--- config.mk ---
export PLATFORM = sky130hd
export DESIGN_NAME = error_monitor_bank
export DESIGN_NICKNAME = d
export VERILOG_FILES = /design/src/rtl/error_monitor_bank.sv
export SDC_FILE = /design/constraint.sdc
export NUM_CORES = 1
export LEC_CHECK = 0
export BUFFER_PORTS_ARGS = -buffer_cell sky130_fd_sc_hd__buf_2
export CAP_MARGIN = 20
export CORE_AREA = 2 2 77 79
export DETAILED_ROUTE_END_ITERATION = 6
export DIE_AREA = 0 0 79 81
export GPL_TIMING_DRIVEN = 0
export PLACE_DENSITY = 0.8
export SLEW_MARGIN = 15
export SYNTH_ARGS = -nofsm -noshare
export SYNTH_HDL_FRONTEND = slang
export SYNTH_SLANG_ARGS = --single-unit
--- constraint.sdc ---
create_clock -name SIM_CLK -period 5.75 [get_ports SIM_CLK]
set_clock_uncertainty 0.2 [all_clocks]
set_input_delay 0.575 -clock SIM_CLK [delete_from_list [all_inputs] [get_ports SIM_CLK]]
set_output_delay 0.575 -clock SIM_CLK [all_outputs]
set_load 0.005 [all_outputs]
--- src/rtl/error_monitor_bank.sv ---
// Sticky error-monitor latch bank: masked level/edge capture into active-low flags,
// per-group summaries and clears, plus a first-error index and a saturating event counter.
module error_monitor_bank #(
  parameter int NCH        = 26,
  parameter int GROUP_SIZE = 8,
  parameter int CNT_W      = 4,
  parameter int EDGE_MODE  = 0,
  localparam int NGRP      = (NCH + GROUP_SIZE - 1) / GROUP_SIZE,
  localparam int IDX_W     = (NCH > 1) ? $clog2(NCH) : 1
) (
  input  logic             SIM_CLK,
  input  logic             SIM_RST,
  input  logic             V1,
  input  logic [NCH-1:0]   ERR_IN,
  input  logic [NCH-1:0]   ERR_MASK,
  input  logic [NGRP-1:0]  RST_REQ,
  input  logic             RST_ALL,
  output logic [NCH-1:0]   EMN,
  output logic [NGRP-1:0]  EMRG,
  output logic             FIRST_VALID,
  output logic [IDX_W-1:0] FIRST_CH,
  output logic [CNT_W-1:0] ERR_CNT,
  output logic             OVF
);

  logic [NCH-1:0]   em_q, em_d;
  logic [NCH-1:0]   prev_q, prev_d;
  logic             first_valid_q, first_valid_d;
  logic [IDX_W-1:0] first_ch_q, first_ch_d;
  logic [CNT_W-1:0] err_cnt_q, err_cnt_d;
  logic             ovf_q, ovf_d;

  logic [NCH-1:0]   trig, new_v, clr;
  logic [IDX_W-1:0] low_idx;
  logic             any_new;
  logic [CNT_W-1:0] cnt_base;
  logic             ovf_base, fv_base;

  // NOTE: every variable written here gets a default first, so no path leaves
  // a value unassigned and no latch is inferred.
  always_comb begin
    clr     = '0;
    low_idx = '0;
    for (int i = 0; i < NCH; i++) begin
      clr[i] = RST_ALL | RST_REQ[i / GROUP_SIZE];
    end
    // Edge mode qualifies each input with its previous V1 sample.
    trig    = ERR_IN & ~ERR_MASK & ((EDGE_MODE != 0) ? ~prev_q : {NCH{1'b1}});
    new_v   = trig & ~em_q;
    any_new = |new_v;
    for (int i = NCH - 1; i >= 0; i--) begin
      if (new_v[i]) low_idx = IDX_W'(i);
    end

    cnt_base = RST_ALL ? '0 : err_cnt_q;
    ovf_base = RST_ALL ? 1'b0 : ovf_q;
    fv_base  = RST_ALL ? 1'b0 : first_valid_q;

    em_d          = em_q;
    prev_d        = prev_q;
    first_valid_d = first_valid_q;
    first_ch_d    = first_ch_q;
    err_cnt_d     = err_cnt_q;
    ovf_d         = ovf_q;

    if (V1) begin
      // A set on the same edge as a clear wins.
      em_d      = trig | (em_q & ~clr);
      prev_d    = ERR_IN;
      err_cnt_d = cnt_base;
      ovf_d     = ovf_base;
      if (any_new) begin
        if (cnt_base == {CNT_W{1'b1}}) ovf_d = 1'b1;
        else                           err_cnt_d = cnt_base + 1'b1;
      end
      if (!fv_base && any_new) begin
        first_valid_d = 1'b1;
        first_ch_d    = low_idx;
      end else if (RST_ALL) begin
        first_valid_d = 1'b0;
        first_ch_d    = '0;
      end
    end
  end

  // NOTE: sequential state uses non-blocking assignments so every flop samples
  // pre-edge values regardless of statement order.
  always_ff @(posedge SIM_CLK or posedge SIM_RST) begin
    if (SIM_RST) begin
      em_q          <= '0;
      prev_q        <= '0;
      first_valid_q <= 1'b0;
      first_ch_q    <= '0;
      err_cnt_q     <= '0;
      ovf_q         <= 1'b0;
    end else begin
      em_q          <= em_d;
      prev_q        <= prev_d;
      first_valid_q <= first_valid_d;
      first_ch_q    <= first_ch_d;
      err_cnt_q     <= err_cnt_d;
      ovf_q         <= ovf_d;
    end
  end

  // Group summaries come straight from the flags; a partial last group only sees real channels.
  always_comb begin
    EMRG = '0;
    for (int i = 0; i < NCH; i++) begin
      EMRG[i / GROUP_SIZE] = EMRG[i / GROUP_SIZE] | em_q[i];
    end
  end

  assign EMN         = ~em_q;
  assign FIRST_VALID = first_valid_q;
  assign FIRST_CH    = first_ch_q;
  assign ERR_CNT     = err_cnt_q;
  assign OVF         = ovf_q;

endmodule

# == Word level (Yosys, flattened, before mapping) ==
# Cells that the tools add are included.
# totals
output_inout_bits,41
regBits,37
input_bits,60
# op_classes
mux,36
eq_ne,1
reduce_logical,5
bitwise_logic,33
add_sub_neg,1
# op_table
cell,count
$mux 5,28
$and 26x26->26,3
$not 26->26,3
$or 1x1->1,26
$or 26x26->26,1
$reduce_or 26->1,1
$mux 4,3
$mux 1,5
$add 4x1->4 const B,1
$eq 4x4->1 const B,1
$reduce_and 2->1,1
$reduce_bool 2->1,1
$logic_and 1x1->1,1
$logic_not 1->1,1

# == Depth between registers and ports, before layout ==
# logic_depth
depth_word,30
mapped_depth,6
mapped_depth_nobuf,5

# == Worst setup path after synthesis ==
# OpenSTA, ideal clock, no wires.
# synth_path
path_kind,input to register
from,input port ERR_IN[21]
to,register ovf_q (netlist: OVF)
setup_time_ps,122
arrival_time_ps,1794
slack_ps,3634
cell_stages,5
t_required_ps,5428
path_cell_list,nor3b_1 nor4_4 nand3_4 or2_1 a32o_1
# synth_via
elab_chain_cells,4
# synth_lines
element,line,source
"start, declared",14,"input logic [NCH-1:0] ERR_IN,"
$and 26x26->26,48,trig = ERR_IN & ~ERR_MASK & ((EDGE_MODE != 0) ? ~prev_q : {NCH{1'b1}});
$and 26x26->26,49,new_v = trig & ~em_q;
$reduce_or 26->1,50,any_new = |new_v;
$mux 1,72,if (any_new) begin
"end signal, assigned",102,ovf_q <= ovf_d;
"end, declared",31,"logic ovf_q, ovf_d;"
# Every way passes these cells.
# A chain may end at the register's enable or synchronous reset.

# == Final worst setup path ==
# layout_path
from,register em_q[0]
to,output port EMRG[0]
# layout_via
elab_chain_cells,7
# layout_lines
element,line,source
"start, declared",26,"logic [NCH-1:0] em_q, em_d;"
"start signal, assigned",97,em_q <= em_d;
$or 1x1->1 (7 in series),110,EMRG[i / GROUP_SIZE] = EMRG[i / GROUP_SIZE] | em_q[i];
"end, declared",19,"output logic [NGRP-1:0] EMRG,"
# Every way passes these cells.

==> flow_summary.json <==
{
  "instances_no_fill": 445,
  "hold_viol": 0,
  "min_from": "OVF",
  "nNetsFinal": 430,
  "ir_drop_mv": 0.09371,
  "crit_path_end_kind": "output port",
  "synth_async_sr_flop_share": 1.000,
  "dp_cells": 436,
  "synthCells": 260,
  "drv_slew": 0,
  "finalCriticalPeriod_ns": 2.085,
  "place_area_sq_um": 3032,
  "ys_ff_latch": 37,
  "fillCellCount": 551,
  "synth-edff-count": 0,
  "die_h_microns": 81,
  "seq_power_share": 0.452,
  "crit_path_start_kind": "register",
  "clockRootBuffer": "clkbuf_8",
  "drt_iter0_markers": 126,
  "path_clk_slew_ns": 0.07,
  "drc": 0,
  "num_antenna_cells": 0,
  "cts.htree.levels": 2,
  "cp.arrival_ns": 1.31,
  "grt_max_degree": 37,
  "hold_path_class": "reg2reg",
  "dp_hpwl_mm": 4.996,
  "crit_type": "reg2out",
  "power_leakage_nw": 1.514,
  "die_width_microns": 79,
  "io_buffers": 100,
  "syn_to_final_growth_pct": 29.14,
  "ys_seq_area_frac": 0.3830,
  "finalSetupViolations": 0,
  "internal_power_uw": 476.7,
  "max_freq_mhz": 479.7,
  "insertion_delay_ns": 0.29,
  "avgViaCountPerCell": 5.506,
  "wl_per_cell_microns": 14.45,
  "cts.path.max_buffers": 2,
  "rows": 28,
  "synth_area_per_cell_sq_um": 9.297,
  "critPathMaxFanout": 4,
  "drv_cap": 0,
  "synth_commonest_cells": "inv_1, dfrtp_1, a32o_1, nor3b_1, nand2_1",
  "relSlewSlack": 0.4992,
  "vias": 2450,
  "cts.sinks": 37,
  "status": "complete, no violations",
  "min_period_over_period": 0.3626,
  "cts_buffers": 5,
  "die_area_sq_um": 6399,
  "syn_nets": 321,
  "min_path_cells": 1,
  "grt_overflow": 0,
  "p_sw_uw": 224.7,
  "top_level_ports": 101,
  "worst_slew_pin_slew_ns": 0.7496,
  "comb_power_share": 0.297,
  "cts_tree": "done",
  "cp.required_ns": 4.97,
  "grt_pass1_vias": 2354,
  "synth_cell_types": 50,
  "synth_area_leaders": "dfrtp_1, a32o_1, inv_1, nor3b_1, nor4_4",
  "yosysMostFrequentCell": "inv_1",
  "rrSetupSlack_ns": 3.68,
  "routed_wl_mm": 6.431,
  "cts_setup_buffers": 0,
  "routabilityCongestion": 0.7596,
  "rsz0062_at_grt": "no",
  "synth_top_area_frac": 0.3830,
  "rr_startpoint": "em_q[0]",
  "timing.rr.end": "ERR_CNT[3]",
  "totalNegativeSetupSlack_ns": 0,
  "final_antenna_net_count": 0,
  "grt_pass1_wl_mm": 10.62,
  "power_density_nw_per_um2": 224.7,
  "ys.flop_type": "dfrtp_1",
  "yosysTopAreaCell": "dfrtp_1",
  "syn_area_sq_um": 2417,
  "r2r_cells": 6,
  "swShare": 0.3204,
  "hold_end": "OVF",
  "utilization": 0.5500,
  "final_area_sq_um": 3122,
  "drive_gt1_frac": 0.3405,
  "clockPowerShare": 0.251,
  "firstDrtPassIters": 4,
  "grt_use_total": 0.2119,
  "core_sq_um": 5675,
  "start_util": 0.4259,
  "yosys_warnings": 0,
  "finalPower_uw": 701.5,
  "antenna_found_initial": 0
}
## cells by family (layout without fill, tap and decap cells)
family,count (synthesis),after routing,share of synthesized area
simple gates,91,91,0.2692
buf+inv,64,174,0.1030
compound gates,63,63,0.2231
flops,37,37,0.3830
mux,4,4,0.01656
fa+ha+maj,1,1,0.005175
## sequential cells by signal (all words and copies together) (netlist names)
signal,count
FIRST_CH,5
ERR_CNT,4
FIRST_VALID,1
em_q,26
OVF,1
## area by class of cell
class / instances / area, sq um / share of cell area
multi-input cells: 159 / 1242 / 0.3980
clock buffers: 8 / 80.08 / 0.02565
flip-flops and latches: 37 / 925.9 / 0.2966
inverters: 58 / 217.7 / 0.06974
plain buffers: 6 / 31.28 / 0.01002
well taps: 75 / 93.84 / 0.03006
repair buffers: 102 / 530.5 / 0.1699
## critical path, stage by stage, from the launching register on
cell and delay (ns):
dfrtp_1 0.41, nor4_1 0.39, nand2_1 0.09, buf_2 0.13
## worst max-delay path by stage
stage,start,slack [ns],end
CTS,ERR_IN[19],3.66,OVF
finish,em_q[0],3.67,EMRG[0]
floorplan,ERR_IN[21],3.63,OVF
global route,em_q[13],3.52,ERR_CNT[3]
global placement,ERR_IN[19],3.37,OVF
detailed placement,ERR_IN[19],3.35,OVF
## stage by stage
stage               worst slack, ns  hold WS (ns)
finish                        3.665        0.3008
global route                  3.516        0.3424
CTS                           3.659        0.3070
detailed placement            3.352        0.2321
global placement              3.370        0.2814
floorplan                     3.634        0.2809
## timing repair
item	4_1_cts	5_1_grt
hold buffers	1	0
resized for setup	0	0
hold endpoints to repair	1	0
## power groups by stage
| stage | sequential, mW | combinational, mW | clock (mW) |
|---|---|---|---|
| after floorplan | 0.317 | 0.125 | 0 |
| after global placement | 0.321 | 0.202 | 0 |
| after detailed placement | 0.322 | 0.208 | 0 |
| after CTS | 0.317 | 0.210 | 0.181 |
| after global routing | 0.322 | 0.233 | 0.192 |
| final | 0.317 | 0.208 | 0.176 |
## routing by layer
layer,part of all wire,vias to the layer above,GRT usage
li1,-,1171,-
met1,0.44,1162,0.2632
met2,0.47,106,0.3678
met3,0.068,11,0.03556
met4,0.019,0,0.08621
met5,0,-,0
## placed cells by master, fill, tap and decap left out, types with 2 or more instances in the layout
cell,netlist,final
or3b_2,5,5
o21a_1,2,2
mux2i_1,4,4
or3b_1,5,5
o311ai_1,2,2
nor2b_1,3,3
clkbuf_1,2,5
inv_1,58,57
o2111ai_1,2,2
nand3_1,4,4
clkbuf_8,0,5
buf_2,1,101
nand3b_1,2,2
a21oi_1,5,5
a22o_1,2,2
nand2_1,17,17
o21ai_0,5,5
nor4_4,4,4
o21ai_1,4,4
nor2_1,10,10
buf_1,2,2
nor3_1,2,2
nor4_1,9,9
a32o_1,27,27
o211ai_1,2,2
dfrtp_1,37,37
nor3b_1,20,20
Power figures use the tool's default switching activity.
